## src/rtl/cam_dvp_tx.sv

```systemverilog
// DVP camera-sensor source: pixel clock, VSYNC, HREF and byte data for fixed frame geometry.
// Define CAM_TX_STREAM_EN to take HREF bytes from a valid/ready stream instead of the pattern.
module cam_dvp_tx #(
    parameter int unsigned H_ACTIVE  = 16,
    parameter int unsigned BPP       = 2,
    parameter int unsigned H_BLANK   = 8,
    parameter int unsigned V_ACTIVE  = 4,
    parameter int unsigned VSYNC_LEN = 4,
    parameter int unsigned V_BP      = 8,
    parameter int unsigned V_FP      = 8,
    parameter int unsigned PCLK_DIV  = 2
) (
    input  logic        clk,
    input  logic        rst_n,
    input  logic        en_i,
    input  logic        single_i,
`ifdef CAM_TX_STREAM_EN
    input  logic [7:0]  s_data_i,
    input  logic        s_valid_i,
    output logic        s_ready_o,
    output logic        underrun_o,
`endif
    output logic        cam_pclk_o,
    output logic        cam_vsync_o,
    output logic        cam_href_o,
    output logic [7:0]  cam_data_o,
    output logic        busy_o,
    output logic        frame_done_o,
    output logic [15:0] frame_cnt_o
);

    localparam int unsigned LineLen = H_ACTIVE * BPP;
    localparam int unsigned DivW    = $clog2(PCLK_DIV);

    typedef enum logic [2:0] {StIdle, StVsync, StVbp, StLine, StHblank, StVfp} state_e;

    state_e            state_q, state_d;
    logic [15:0]       cnt_q, cnt_d, line_q, line_d;
    logic [DivW-1:0]   div_q, div_d;
    logic              pclk_q, pclk_d;
    logic              vsync_q, vsync_d, href_q, href_d;
    logic [7:0]        data_q, data_d;
    logic              single_q, single_d;
    logic              done_q, done_d;
    logic [15:0]       frame_cnt_q, frame_cnt_d;
    logic [15:0]       seg_len, cnt_inc;
    logic              tick, pre_tick, seg_last, last_line, next_is_line;

    // tick: this clk ends a pclk period; pre_tick: the next clk does.
    assign tick      = (div_q == DivW'(PCLK_DIV - 1));
    assign pre_tick  = (div_q == DivW'(PCLK_DIV - 2));
    assign div_d     = tick ? '0 : div_q + DivW'(1);
    assign pclk_d    = (div_d >= DivW'(PCLK_DIV / 2));
    assign cnt_inc   = cnt_q + 16'd1;
    assign seg_last  = (cnt_q == seg_len - 16'd1);
    assign last_line = (line_q == 16'(V_ACTIVE - 1));

    always_comb begin
        seg_len = 16'd1;
        unique case (state_q)
            StVsync:  seg_len = 16'(VSYNC_LEN);
            StVbp:    seg_len = 16'(V_BP);
            StLine:   seg_len = 16'(LineLen);
            StHblank: seg_len = 16'(H_BLANK);
            StVfp:    seg_len = 16'(V_FP);
            default:  seg_len = 16'd1;
        endcase
    end

    // The period after the coming boundary carries an active byte.
    assign next_is_line = ((state_q == StVbp) && seg_last) ||
                          ((state_q == StHblank) && seg_last && !last_line) ||
                          ((state_q == StLine) && !seg_last);

    always_comb begin
        state_d  = state_q;
        cnt_d    = cnt_q;
        line_d   = line_q;
        single_d = single_q | ((state_q == StIdle) & single_i);
        if (tick) begin
            unique case (state_q)
                StIdle: begin
                    if (en_i || single_d) begin
                        state_d  = StVsync;
                        cnt_d    = '0;
                        single_d = 1'b0;
                    end
                end
                StVsync: begin
                    if (seg_last) begin
                        state_d = StVbp;
                        cnt_d   = '0;
                    end else begin
                        cnt_d = cnt_inc;
                    end
                end
                StVbp: begin
                    if (seg_last) begin
                        state_d = StLine;
                        cnt_d   = '0;
                        line_d  = '0;
                    end else begin
                        cnt_d = cnt_inc;
                    end
                end
                StLine: begin
                    if (seg_last) begin
                        state_d = StHblank;
                        cnt_d   = '0;
                    end else begin
                        cnt_d = cnt_inc;
                    end
                end
                StHblank: begin
                    if (seg_last) begin
                        cnt_d = '0;
                        if (last_line) begin
                            state_d = StVfp;
                        end else begin
                            state_d = StLine;
                            line_d  = line_q + 16'd1;
                        end
                    end else begin
                        cnt_d = cnt_inc;
                    end
                end
                StVfp: begin
                    if (seg_last) begin
                        cnt_d   = '0;
                        state_d = en_i ? StVsync : StIdle;
                    end else begin
                        cnt_d = cnt_inc;
                    end
                end
                default: begin
                    state_d = StIdle;
                    cnt_d   = '0;
                end
            endcase
        end
    end

    assign vsync_d     = (state_d == StVsync);
    assign href_d      = (state_d == StLine);
    assign done_d      = pre_tick && (state_q == StVfp) && seg_last;
    assign frame_cnt_d = done_d ? frame_cnt_q + 16'd1 : frame_cnt_q;

`ifdef CAM_TX_STREAM_EN
    logic ready_q, ready_d, underrun_q, underrun_d;

    assign ready_d = pre_tick && next_is_line;

    always_comb begin
        underrun_d = underrun_q;
        if (tick && (state_d == StLine) && !(s_valid_i && ready_q)) begin
            underrun_d = 1'b1;
        end
        if ((state_q == StIdle) && !en_i) begin
            underrun_d = 1'b0;
        end
    end
`endif

    always_comb begin
        data_d = data_q;
        if (tick) begin
            if (state_d == StLine) begin
`ifdef CAM_TX_STREAM_EN
                data_d = (s_valid_i && ready_q) ? s_data_i : 8'hFF;
`else
                data_d = {line_d[3:0], 4'h0} + cnt_d[7:0];
`endif
            end else begin
                data_d = 8'h00;
            end
        end
    end

    always_ff @(posedge clk or negedge rst_n) begin
        if (!rst_n) begin
            state_q     <= StIdle;
            cnt_q       <= '0;
            line_q      <= '0;
            div_q       <= '0;
            pclk_q      <= 1'b0;
            vsync_q     <= 1'b0;
            href_q      <= 1'b0;
            data_q      <= 8'h00;
            single_q    <= 1'b0;
            done_q      <= 1'b0;
            frame_cnt_q <= '0;
        end else begin
            state_q     <= state_d;
            cnt_q       <= cnt_d;
            line_q      <= line_d;
            div_q       <= div_d;
            pclk_q      <= pclk_d;
            vsync_q     <= vsync_d;
            href_q      <= href_d;
            data_q      <= data_d;
            single_q    <= single_d;
            done_q      <= done_d;
            frame_cnt_q <= frame_cnt_d;
        end
    end

`ifdef CAM_TX_STREAM_EN
    always_ff @(posedge clk or negedge rst_n) begin
        if (!rst_n) begin
            ready_q    <= 1'b0;
            underrun_q <= 1'b0;
        end else begin
            ready_q    <= ready_d;
            underrun_q <= underrun_d;
        end
    end

    assign s_ready_o  = ready_q;
    assign underrun_o = underrun_q;
`endif

    assign cam_pclk_o   = pclk_q;
    assign cam_vsync_o  = vsync_q;
    assign cam_href_o   = href_q;
    assign cam_data_o   = data_q;
    assign busy_o       = (state_q != StIdle);
    assign frame_done_o = done_q;
    assign frame_cnt_o  = frame_cnt_q;

endmodule
```

## config.mk

```make
export PLATFORM = sky130hd
export DESIGN_NAME = cam_dvp_tx
export DESIGN_NICKNAME = d
export VERILOG_FILES = /design/src/rtl/cam_dvp_tx.sv
export SDC_FILE = /design/constraint.sdc
export NUM_CORES = 1
export LEC_CHECK = 0
export CORE_ASPECT_RATIO = 0.6
export CORE_MARGIN = 2
export CORE_UTILIZATION = 62
export DETAILED_ROUTE_END_ITERATION = 16
export PLACE_DENSITY = 0.82
export SYNTH_ARGS = -nofsm -noshare
export SYNTH_HDL_FRONTEND = slang
export SYNTH_SLANG_ARGS = --single-unit
```

## constraint.sdc

```tcl
create_clock -name clk -period 8.12 [get_ports clk]
set_clock_uncertainty 0.2 [all_clocks]
set_input_delay 2.436 -clock clk [delete_from_list [all_inputs] [get_ports clk]]
set_output_delay 2.436 -clock clk [all_outputs]
set_load 0.1 [all_outputs]
```

# Yosys cells after proc, flatten, opt, wreduce, memory -nomap -nowiden
# Cells that the tools add are included.
[word_totals]
latchBits = 0
mem_bits_rw = 0
rom_bits = 0
elab_cells = 71
ff_bits = 65
mem_count = 0
[classes]
add_sub_neg = 6
order_cmp = 1
shifts = 0
mux = 25
reduce_logical = 10
n_div = 0
bitwise = 3
multipliers = 0
eq_ne = 13
[op_table]
columns = ["op", "n"]
rows = [
  ["16-bit two-way mux", 5],
  ["16-bit one-hot mux with 2 select lines", 2],
  ["16-bit by 1-bit adder with 16-bit output (second input constant)", 3],
  ["3-bit two-way mux", 8],
  ["3-bit one-hot mux with 6 select lines", 1],
  ["6-bit one-hot mux with 3 select lines", 1],
  ["16-bit equality test", 1],
  ["16-bit by 2-bit equality test with 1-bit output (second input constant)", 1],
  ["8-bit two-way mux", 2],
  ["16-bit by 1-bit subtractor with 16-bit output (second input constant)", 1],
  ["3-bit by 2-bit equality test with 1-bit output (second input constant)", 3],
  ["8-bit adder", 1],
  ["3-bit by 1-bit equality test with 1-bit output (second input constant)", 2],
  ["3-bit equality test (second input constant)", 2],
  ["2-bit != test (second input constant)", 3],
  ["1-bit two-way mux", 5],
  ["5-bit AND reduction", 1],
  ["5-bit OR reduction", 1],
  ["4-bit two-way mux", 1],
  ["3-bit logical NOT", 1],
  ["3-bit nonzero test", 1],
  ["3-bit OR reduction", 1],
  ["1-bit logical AND", 2],
  ["2-bit by 1-bit != test with 1-bit output (second input constant)", 1],
  ["other kinds (8)", 8],
]

# Longest topological paths before layout
# Gate-level depths: netlist of the first run.
[logic_depth]
word_depth = 10
mapped_depth = 17
ltp_nobuf = 14

# Least setup slack after synthesis of the first run
# No wires, ideal clock.
[synth_timing]
path_kind = "input port to flip-flop"
from = "input single_i"
to = "register data_q[7], in the netlist cam_data_o[7]"
setup_slack_ns = 3.756
required_time_ns = 7.795
t_arrival_ns = 4.040
n_path_buf = 0
cell_stages = 11
path_cell_list = "nor3_1 -> nand2_1 -> o21ai_0 -> a21oi_1 -> o2bb2ai_1 -> ha_1 -> a21o_1 -> a21oi_1 -> xnor2_1 -> xnor2_1 -> o2bb2ai_1"
[synth_via]
elab_chain_len = 8
elab_cells_between_ends = 12
[synth_lines]
columns = ["item", "line", "source"]
rows = [
  ["start: declaration", "16", "input logic single_i,"],
  ["1-bit bitwise AND", "79", "single_d = single_q | ((state_q == StIdle) & single_i);"],
  ["1-bit bitwise OR", "79", ""],
  ["1-bit logical OR", "83", "if (en_i || single_d) begin"],
  ["16-bit two-way mux", "83", ""],
  ["16-bit one-hot mux with 2 select lines", "81", "unique case (state_q)"],
  ["8-bit two-way mux", "80", "if (tick) begin"],
  ["named net cnt_d[5]", "38", "logic [15:0] cnt_q, cnt_d, line_q, line_d;"],
  ["8-bit adder", "171", "data_d = {line_d[3:0], 4'h0} + cnt_d[7:0];"],
  ["8-bit two-way mux", "167", "if (state_d == StLine) begin"],
  ["end signal: assignment", "200", "data_q <= data_d;"],
  ["end: declaration", "42", "logic [7:0] data_q, data_d;"],
]
# The timed path passes the listed nets, and every way through them passes these cells. The select of a mux whose other input is x is not followed.
# A chain may end at the register's enable or synchronous reset.

# Final worst setup path of the first run
[layout_timing]
from = "register state_q[0]"
to = "output busy_o"
[layout_via]
elab_chain_len = 1
[layout_lines]
columns = ["item", "line", "source"]
rows = [
  ["start: declaration", "37", "state_e state_q, state_d;"],
  ["start signal: assignment", "181", "state_q <= StIdle;"],
  ["start signal: assignment", "193", "state_q <= state_d;"],
  ["3-bit nonzero test", "226", "assign busy_o = (state_q != StIdle);"],
  ["end: declaration", "27", "output logic busy_o,"],
]
# Every way passes these cells.

==> results of run 1 <==
## how the worst min path moves through the flow
stage | start | to | cells past startpoint
6_report | frame_cnt_o[15] | frame_cnt_o[15] | 1
5_1_grt | frame_cnt_o[14] | frame_cnt_o[14] | 1
4_1_cts | frame_cnt_o[15] | frame_cnt_o[15] | 1
3_5_place_dp | cam_data_o[7] | cam_data_o[7] | 1
3_3_place_gp | frame_cnt_o[15] | frame_cnt_o[15] | 1
2_1_floorplan | cnt_q[15] | cnt_q[15] | 1
## sequential cells by signal, indices dropped and copies added, names as in the netlist, 3 cells and up
name	flops
cam_data_o	8
frame_cnt_o	16
cnt_q	16
line_q	16
state_q	3
## cells by family (layout without fill, tap and decap cells)
group | count (synthesis) | after routing | share of synthesized area, %
DFF | 64 | 64 | 45.0
muxes | 3 | 3 | 0.878
buffers and inverters | 33 | 66 | 3.87
xor gates and xnor gates | 27 | 27 | 6.64
AOI/OAI and AO/OA | 91 | 91 | 17.4
adders and majority gates | 7 | 7 | 2.67
and+or+nand+nor | 152 | 152 | 23.6
## cell usage after synthesis, drive strengths merged, types with 2 or more instances
cell     number  area share, %
xor2          6            1.5
nor2         31            3.3
nand2b        7            1.2
ha            6            2.1
a211o         3           0.74
and2          2           0.35
nor3b         3           0.63
dfrtp        64             45
a21o          3           0.63
a221oi        2           0.67
inv          17            1.8
a21oi        19            2.7
buf           6            1.0
o311ai        2           0.49
a22o          2           0.49
nor3         16            2.8
nor2b         3           0.53
o41ai         2           0.49
xnor2        21            5.2
and3          7            1.2
nand3        18            2.5
mux2i         2           0.56
a31o          2           0.49
nand2        30            3.2
nand4        12            2.7
o31ai         7            1.5
nor4          9            2.0
a211oi        2           0.56
o21ai        25            3.5
o2bb2ai      11            2.7
or4           5            1.1
clkbuf       10            1.1
and4          3           0.74
a31oi         2           0.35
or3           3           0.53
## area by class of cell
type / instances / area, um2
Clock buffer: 12 / 155
Fill cell: 413 / 1450
Inverter: 17 / 63.8
Clock inverter: 4 / 52.6
Tap cell: 80 / 100
Sequential cell: 64 / 1600
Timing Repair Buffer: 33 / 323
Multi-Input combinational cell: 280 / 1820
## report_power, final
group | total [mW] | switching (mW) | internal [mW]
Sequential | 0.319 | 0 | 0.319
Combinational | 0.00761 | 0.00620 | 0.00141
Clock | 0.285 | 0.126 | 0.159
Total | 0.611 | 0.132 | 0.479
## placed cells by master, fill, tap and decap left out, types with 11 or more instances in the layout
cell type | Yosys | routed
o2bb2ai_1 | 11 | 11
dfrtp_1 | 64 | 64
clkdlybuf4s50_1 | 0 | 31
a21oi_1 | 19 | 19
nand2_1 | 29 | 29
o21ai_0 | 25 | 25
inv_1 | 16 | 16
nand3_1 | 18 | 18
clkbuf_8 | 0 | 11
xnor2_1 | 21 | 21
nor3_1 | 13 | 13
nor2_1 | 31 | 31
## per-stage QoR
step | std cells | power, mW | setup slack, ns
2_1_floorplan | 377 | 0.325 | 3.76
3_3_place_gp | 474 | 0.333 | 3.12
3_5_place_dp | 474 | 0.333 | 3.05
4_1_cts | 490 | 0.616 | 3.03
5_1_grt | 490 | 0.635 | 2.91
6_report | 490 | 0.611 | 3.03
## critical path, stage by stage, from the launching register on
cell and delay [ns]:
dfrtp_1 0.71, nor3_4 0.13, inv_2 0.13, clkdlybuf4s50_1 1.14
## per-layer routing
layer | routed length, um | global-route usage, % | vias to the layer above
li1 | - | - | 1441
met1 | 4140 | 47.1 | 1487
met2 | 3440 | 38.7 | 154
met3 | 687 | 7.05 | 11
met4 | 82 | 7.17 | 0
met5 | 0 | 0 | -
==> results.md, run 1 <==
- Synth Flop Type: dfrtp_1
- Post-route ant nets: 0
- Pwr dens: 148 mW/mm2
- Worst EP required: 5.48 ns
- Fin util: 73.9%
- CTS max path bufs: 2
- Die X: 102 um
- Worst min-delay path class: reg2reg
- Final setup TNS: 0 ns
- DR WL/cell: 17.0 um
- Die area: 0.00639 mm2
- Initial core utilization: 63.9%
- Share of layout cells above drive strength 1: 7.56%
- # port buffers: 32
- Max H-tree Level: 3
- CTS Sinks: 64
- I/O pin cnt: 33
- Die height: 62.7 um
- Root Driver: clkbuf_8
- CP Max Fanout: 17
- Peak supply drop: 114 uV
- Setup Fix Bufs, Post-CTS: 0
- CTS Buf Count: 9
- Dpl cell area: 0.00391 mm2
- Status: finished, final reports clean
- Unrepaired setup endpoints after global routing: false
- Synthesis warning total: 0
- Fmax: 196 MHz
- R2r setup slk: 3.50 ns
- Tmin final: 5.09 ns
- Synthesized Nets: 388
- Vias per cell: 6.31
- Seq/Total Area, Yosys: 45.0%
- Final Hold Vio Count: 0
- Detailed Route WL: 8.34 mm
- Flops & latches, synth: 64
- Setup crit end: busy_o
- Worst Setup SP: state_q[0]
- Worst-path clk slew: 0.07 ns
- Total global routing overflow: 0
- Vias in the first global route: 2851
- Async S/R FF share, synth: 100%
- Period Utilization, post-route: 62.7%
- Via count: 3093
- Drt first pass iters: 5
- Post-route DRC violation count: 0
- Routability cong.: 0.900
- Hold Slack: 0.276 ns
- First-pass GRT wire length: 14.4 mm
- Antenna violations before repair: 0
- Reg2reg path depth: 13
- Arr. time, crit path: 2.46 ns
- Post-synth EDFFs: 0
- Syn Inst Count: 377
- Worst slew margin: 33.4%
- Post-Layout Inst Area: 0.00412 mm2
- Endpoints failing setup: 0
- Post-CTS Resized: 0
- Yosys cell types: 61
- Post-Syn Area: 0.00356 mm2
- Row cnt: 21
- P&R area growth vs syn: 15.6%
- Final HPWL DP: 5.66 mm
- Largest net degree at the start of global routing: 65
- Slew @ Worst Pin: 0.995 ns
- Startpoint Class: flip-flop
- Ant diodes: 0
- Max-Cap Viols: 0
- Nets: 416
- CP endpoint kind: output port
- Worst r2r dst: cam_data_o[7]
- CTS Hold Bufs: 0
- Clock latency on the worst-skew pair: 0.35 ns
- Core ar.: 0.00557 mm2
- Leak: 1.80 nW
- Initial DRC Count: 354
- Mean post-synth cell area: 9.45 um2
- CTS tree: built
- Fin. max-slew vios: 0
- Crit Path Category: reg2out
- Total GRT Usage: 29.0%
- Worst r2r src: state_q[0]
(Power assumes the default switching activity.)
==> run 2: changes to the inputs <==
--- a/config.mk
+++ b/config.mk
@@ -7,9 +7,9 @@
 export LEC_CHECK = 0
 export CORE_ASPECT_RATIO = 0.6
 export CORE_MARGIN = 2
-export CORE_UTILIZATION = 62
+export CORE_UTILIZATION = 52
 export DETAILED_ROUTE_END_ITERATION = 16
-export PLACE_DENSITY = 0.82
+export PLACE_DENSITY = 0.73
 export SYNTH_ARGS = -nofsm -noshare
 export SYNTH_HDL_FRONTEND = slang
 export SYNTH_SLANG_ARGS = --single-unit
==> constraint.sdc (replaced) <==
create_clock -name clk -period 4.6 [get_ports clk]
set_clock_uncertainty 0.2 [all_clocks]
set_input_delay 1.38 -clock clk [delete_from_list [all_inputs] [get_ports clk]]
set_output_delay 1.38 -clock clk [all_outputs]
set_load 0.1 [all_outputs]
==> run 2 against run 1 <==
Non-clock buffer count grew 8; global-route usage shrank 4.4 points; largest cell class unchanged; clock power grew 120%; setup slack lost 2.5 ns; critical path type is now reg2reg; power grew 98%; clock-buffer cell count is the same; combinational power grew 92%; hold slack gained 0.0022 ns; die area grew 18%; sequential share of layout area shrank 1.2 points; core utilization shrank 10 points.
==> results.md, run 2 (same netlist as run 1, synthesis figures left out) <==
- Leak: 1.87 nW
- Startpoint Class: flip-flop
- Max-Cap Viols: 0
- P&R area growth vs syn: 19.3%
- I/O pin cnt: 33
- Share of layout cells above drive strength 1: 9.59%
- Core ar.: 0.00665 mm2
- Worst EP required: 4.62 ns
- Initial core utilization: 53.6%
- Dpl cells: 489
- Tmin final: 4.04 ns
- Final Hold Vio Count: 0
- Row cnt: 23
- Root Driver: clkbuf_16
- Unrepaired setup endpoints after global routing: false
- Period Utilization, post-route: 87.9%
- First-pass GRT wire length: 14.3 mm
- Die height: 68.1 um
- Post-route ant nets: 0
- Max H-tree Level: 3
- Fmax: 247 MHz
- Total global routing overflow: 0
- Crit Path Category: reg2reg
- Peak supply drop: 214 uV
- Setup Fix Bufs, Post-CTS: 0
- Commonest non-fill, non-tap cells in the layout: dfrtp_1 (64), nor2_1 (31), nand2_1 (29), clkdlybuf4s50_1 (29), o21ai_0 (25)
- Reg2reg path depth: 15
- Via count: 3041
- CTS Buf Count: 9
- Cells along the critical path: nor3_4, inv_2, a211o_1, a211oi_2, buf_4, a21o_1, o21ai_0, a21oi_1, o2bb2ai_1, ha_1, a21o_1, a21oi_1, xnor2_1, xnor2_1, o2bb2ai_1
- CTS Hold Bufs: 0
- CP bufs+invs: 2
- Overall Power: 1.21 mW
- Initial DRC Count: 237
- Nets: 424
- Final setup TNS: 0 ns
- Total GRT Usage: 24.7%
- DR WL/cell: 17.1 um
- Drt first pass iters: 5
- Vias per cell: 6.03
- CP max stage delay: 0.55 ns
- Detailed Route WL: 8.62 mm
- Final HPWL DP: 6.16 mm
- Vias in the first global route: 2805
- Worst min-delay path class: reg2reg
- CP Max Fanout: 15
- Ant diodes: 0
- Antenna violations before repair: 0
- Post-CTS Resized: 0
- CP top delay family: compound AO/OA/AOI/OAI gates
- Hold Crit Depth: 1
- Slew @ Worst Pin: 1.01 ns
- Routability cong.: 0.915
- Largest net degree at the start of global routing: 45
- Status: finished, final reports clean
- Worst-path clk slew: 0.05 ns
- CTS tree: built
- Fin. max-slew vios: 0
- Die area: 0.00755 mm2
- Hold Slack: 0.279 ns
- Clock latency on the worst-skew pair: 0.33 ns
- Pwr dens: 284 mW/mm2
- Die X: 111 um
- Final worst slack: 0.557 ns
- CP Depth: 15
- Pre-CTS setup slack: 0.481 ns
- Most common cell after layout, fill and taps aside: dfrtp_1
- # port buffers: 32
- CTS Sinks: 64
- Worst slew margin: 32.5%
- Post-route DRC violation count: 0
- CP endpoint kind: flip-flop
- Arr. time, crit path: 4.06 ns
- CP max-delay cell: dfrtp_1
- Endpoints failing setup: 0
- CTS max path bufs: 2
- Non-Filler Instances: 504
==> run 2: cell count changes in the layout (fill, tap and decap cells not counted), sizes merged <==
| cell | delta |
|---|---|
| buf | +10 |
| bufinv | -1 |
| clkdlybuf4s50 | -2 |
| clkinv | -1 |
| clkinvlp | +1 |
==> run 2: worst paths after layout <==
check,to,slack [ns],from
max,cam_data_o[7],0.56,state_q[2]
min,frame_cnt_o[15],0.28,frame_cnt_o[15]
min reg2reg,frame_cnt_o[15],0.28,frame_cnt_o[15]
max in group asynchronous,cnt_q[0],2.45,rst_n
max reg2reg,cam_data_o[7],0.56,state_q[2]
min in group asynchronous,line_q[6],0.99,rst_n
==> run 2: worst register-to-register path: stages (launching register included) <==
cell and delay (ns):
dfrtp_1 0.55, nor3_4 0.37, inv_2 0.12, a211o_1 0.34
a211oi_2 0.22, buf_4 0.22, a21o_1 0.42, o21ai_0 0.16
a21oi_1 0.22, o2bb2ai_1 0.11, ha_1 0.30, a21o_1 0.15
a21oi_1 0.16, xnor2_1 0.15, xnor2_1 0.15, o2bb2ai_1 0.08
==> run 2: through the flow <==
stage / instance area (um2) / util, %
global placement: 3970 / 59.8
floorplan: 3560 / -
finish: 4250 / 63.9
detailed placement: 3970 / 59.8
CTS: 4250 / 63.9
global route: 4250 / 63.9
==> run 2: power breakdown <==
| part | internal, mW | leakage (nW) | switching (mW) |
|---|---|---|---|
| Clock | 0.389 | 0.134 | 0.241 |
| Combinational | 0.00308 | 0.878 | 0.0115 |
| Sequential | 0.564 | 0.860 | 0 |
| Total | 0.955 | 1.87 | 0.252 |
==> run 2: final cells by class <==
class	instances	area [um2]
well taps	87	109
multi-input cells	280	1820
clock inverters	3	17.5
clock buffers	12	256
flip-flops and latches	64	1600
fillers	524	2400
inverters	17	63.8
repair buffers	41	378
==> run 2: routing by layer <==
metal | vias to the layer above | part of all wire (%) | track usage [%] | wire length (um)
li1 | 1450 | - | - | -
met1 | 1466 | 50 | 37.0 | 4350
met2 | 112 | 41 | 33.8 | 3500
met3 | 13 | 7.6 | 6.73 | 653
met4 | 0 | 1.4 | 9.53 | 124
met5 | - | 0 | 0 | 0
==> run 3: changes to the inputs <==
==> constraint.sdc (replaced) <==
create_clock -name clk -period 3.25 [get_ports clk]
set_clock_uncertainty 0.2 [all_clocks]
set_input_delay 0.975 -clock clk [delete_from_list [all_inputs] [get_ports clk]]
set_output_delay 0.975 -clock clk [all_outputs]
set_load 0.1 [all_outputs]
==> run 3 against run 2 <==
Clock-buffer cell count did not move; sequential power rose by 41%; final cell count rose by 11%; power rose by 46%; register-to-register slack got worse by 0.67 ns; via count rose by 8.8%; the run now ends with setup timing left; non-clock buffer count rose by 54; global-route usage rose by 1.5 points; core utilization rose by 8.0 points; largest power group unchanged; fmax rose by 20%; die area did not move; design area rose by 13%.
==> results.md, run 3 (same netlist as run 1, synthesis figures left out) <==
- Status: finished with violations
- Failing checks: setup timing
- Cells along the critical path: nor2b_1, or4_4, and3_4, a21o_4, nor4_2, a21oi_1, o2bb2ai_2, ha_4, a21o_1, a21oi_2, xnor2_1, xnor2_1, o2bb2ai_1
- Pwr dens: 369 mW/mm2
- Die height: 68.1 um
- I/O pin cnt: 33
- CP max stage delay: 0.49 ns
- Commonest non-fill, non-tap cells in the layout: buf_4 (90), dfrtp_1 (62), nor2_1 (31)
- Final Hold Vio Count: 0
- Crit Path Category: reg2reg
- Post-route ant nets: 0
- GR Util met3: 8.24%
- CP max-delay cell: or4_4
- Worst min-delay path class: reg2reg
- Final HPWL DP: 6.68 mm
- Period Utilization, post-route: 103%
- Initial core utilization: 53.6%
- Vias in the first global route: 3074
- Total global routing overflow: 0
- Footprint of the multi-input gates: 0.00198 mm2
- Peak supply drop: 224 uV
- Initial DRC Count: 290
- Fin util: 71.9%
- Hold Slack: 0.277 ns
- Post-route DRC violation count: 0
- Nets: 478
- Vias per cell: 5.93
- Row cnt: 23
- Fmax: 298 MHz
- Root Driver: clkbuf_16
- Non-Filler Instances: 558
- CP endpoint kind: flip-flop
- Leak: 2.22 nW
- Pre-CTS setup slack: -0.285 ns
- CTS Sinks: 64
- First-pass GRT wire length: 15.2 mm
- Max H-tree Level: 3
- Startpoint Class: flip-flop
- CP Max Fanout: 6
- CTS tree: built
- GR Util met1: 37.0%
- Switching part of the total: 20.1%
- Unrepaired setup endpoints after global routing: true
- Share of power burned in registers: 45.2%
- Total GRT Usage: 26.2%
- Worst slew margin: 60.6%
- GR Util met2: 38.7%
- # port buffers: 32
- Endpoints failing setup: 1
- FF+latch area: 0.00160 mm2
- Antenna violations before repair: 0
- CTS Hold Bufs: 0
- Die area: 0.00755 mm2
- Fin. max-slew vios: 0
- CTS max path bufs: 2
- Drt first pass iters: 4
- Worst EP required: 3.26 ns
- Most used cell, CP: xnor2_1
- Via count: 3310
- Peak-usage layer in the global routing report: met2
- Detailed Route WL: 9.38 mm
- DR WL/cell: 16.8 um
- Die X: 111 um
- Ant diodes: 0
- Switch Pwr: 355 uW
- Comb pwr share: 1.2%
- Clock latency on the worst-skew pair: 0.33 ns
- P&R area growth vs syn: 34.3%
- Share of layout cells above drive strength 1: 31.2%
- Clock power share: 53.6%
- Worst-path clk slew: 0.05 ns
- Fill cell total of the finished layout: 493
- Routability cong.: 0.941
- Internal power: 1.41 mW
- Max-Cap Viols: 0
- Dpl cells: 536
- Core ar.: 0.00665 mm2
- Arr. time, crit path: 3.37 ns
- Tmin final: 3.36 ns
- CTS Buf Count: 9
- Largest net degree at the start of global routing: 25
- Final worst slack: -0.108 ns
- Slew @ Worst Pin: 0.583 ns
- Most common cell after layout, fill and taps aside: buf_4
run 3: cell type report:
cell class	count	share of cell area, %
clock buffers	12	5.15
repair buffers	95	15.3
flip-flops and latches	64	33.5
inverters	17	1.44
clock inverters	3	0.890
well taps	87	2.28
multi-input cells	280	41.4
run 3: per-stage QoR:
step,setup TNS [ns],power [mW],area (um2)
3_5_place_dp,-0.757,0.834,4330
3_3_place_gp,-0.346,0.834,4330
2_1_floorplan,-0.603,0.812,3640
4_1_cts,-0.133,1.78,4700
6_report,-0.108,1.77,4780
5_1_grt,-0.346,1.82,4780
run 3: layer usage:
layer  share of wire, %  wire length (um)
met3                6.3               588
met4                1.4               127
met5                  0                 0
met1                 49              4570
met2                 44              4090
run 3: critical path: cells and delay by family (launching register included):
family / cells / cell delay [ns]
simple gates: 4 / 1.14
fa+ha+maj: 1 / 0.24
xor+xnor: 2 / 0.29
compound gates: 6 / 0.92
flops: 1 / 0.44
run 3: final timing paths:
| path | start | endpoint | slack (ns) | depth (start not counted) |
|---|---|---|---|---|
| hold reg to reg | frame_cnt_o[15] | frame_cnt_o[15] | 0.28 | 1 |
| max in group asynchronous | rst_n | frame_cnt_o[13] | 1.72 | 2 |
| setup reg to reg | state_q[2] | cam_data_o[7] | -0.11 | 13 |
| setup / recovery | state_q[2] | cam_data_o[7] | -0.11 | 13 |
| hold / removal | frame_cnt_o[15] | frame_cnt_o[15] | 0.28 | 1 |
| min in group asynchronous | rst_n | cam_vsync_o | 0.44 | 1 |
run 3: repair_timing:
action | CTS | global route
endpoints found under the hold margin | 0 | 0
pin swaps | 8 | 8
setup endpoints to repair | 3 | 3
buffers inserted | 5 | 2
resized for setup | 9 | 13
run 3: power groups by stage:
| stage | clock [mW] | combinational [mW] | sequential [mW] |
|---|---|---|---|
| 2_1_floorplan | 0 | 0.000450 | 0.812 |
| 3_3_place_gp | 0 | 0.0225 | 0.811 |
| 3_5_place_dp | 0 | 0.0230 | 0.811 |
| 4_1_cts | 0.960 | 0.0230 | 0.798 |
| 5_1_grt | 1.00 | 0.0259 | 0.797 |
| 6_report | 0.947 | 0.0218 | 0.798 |
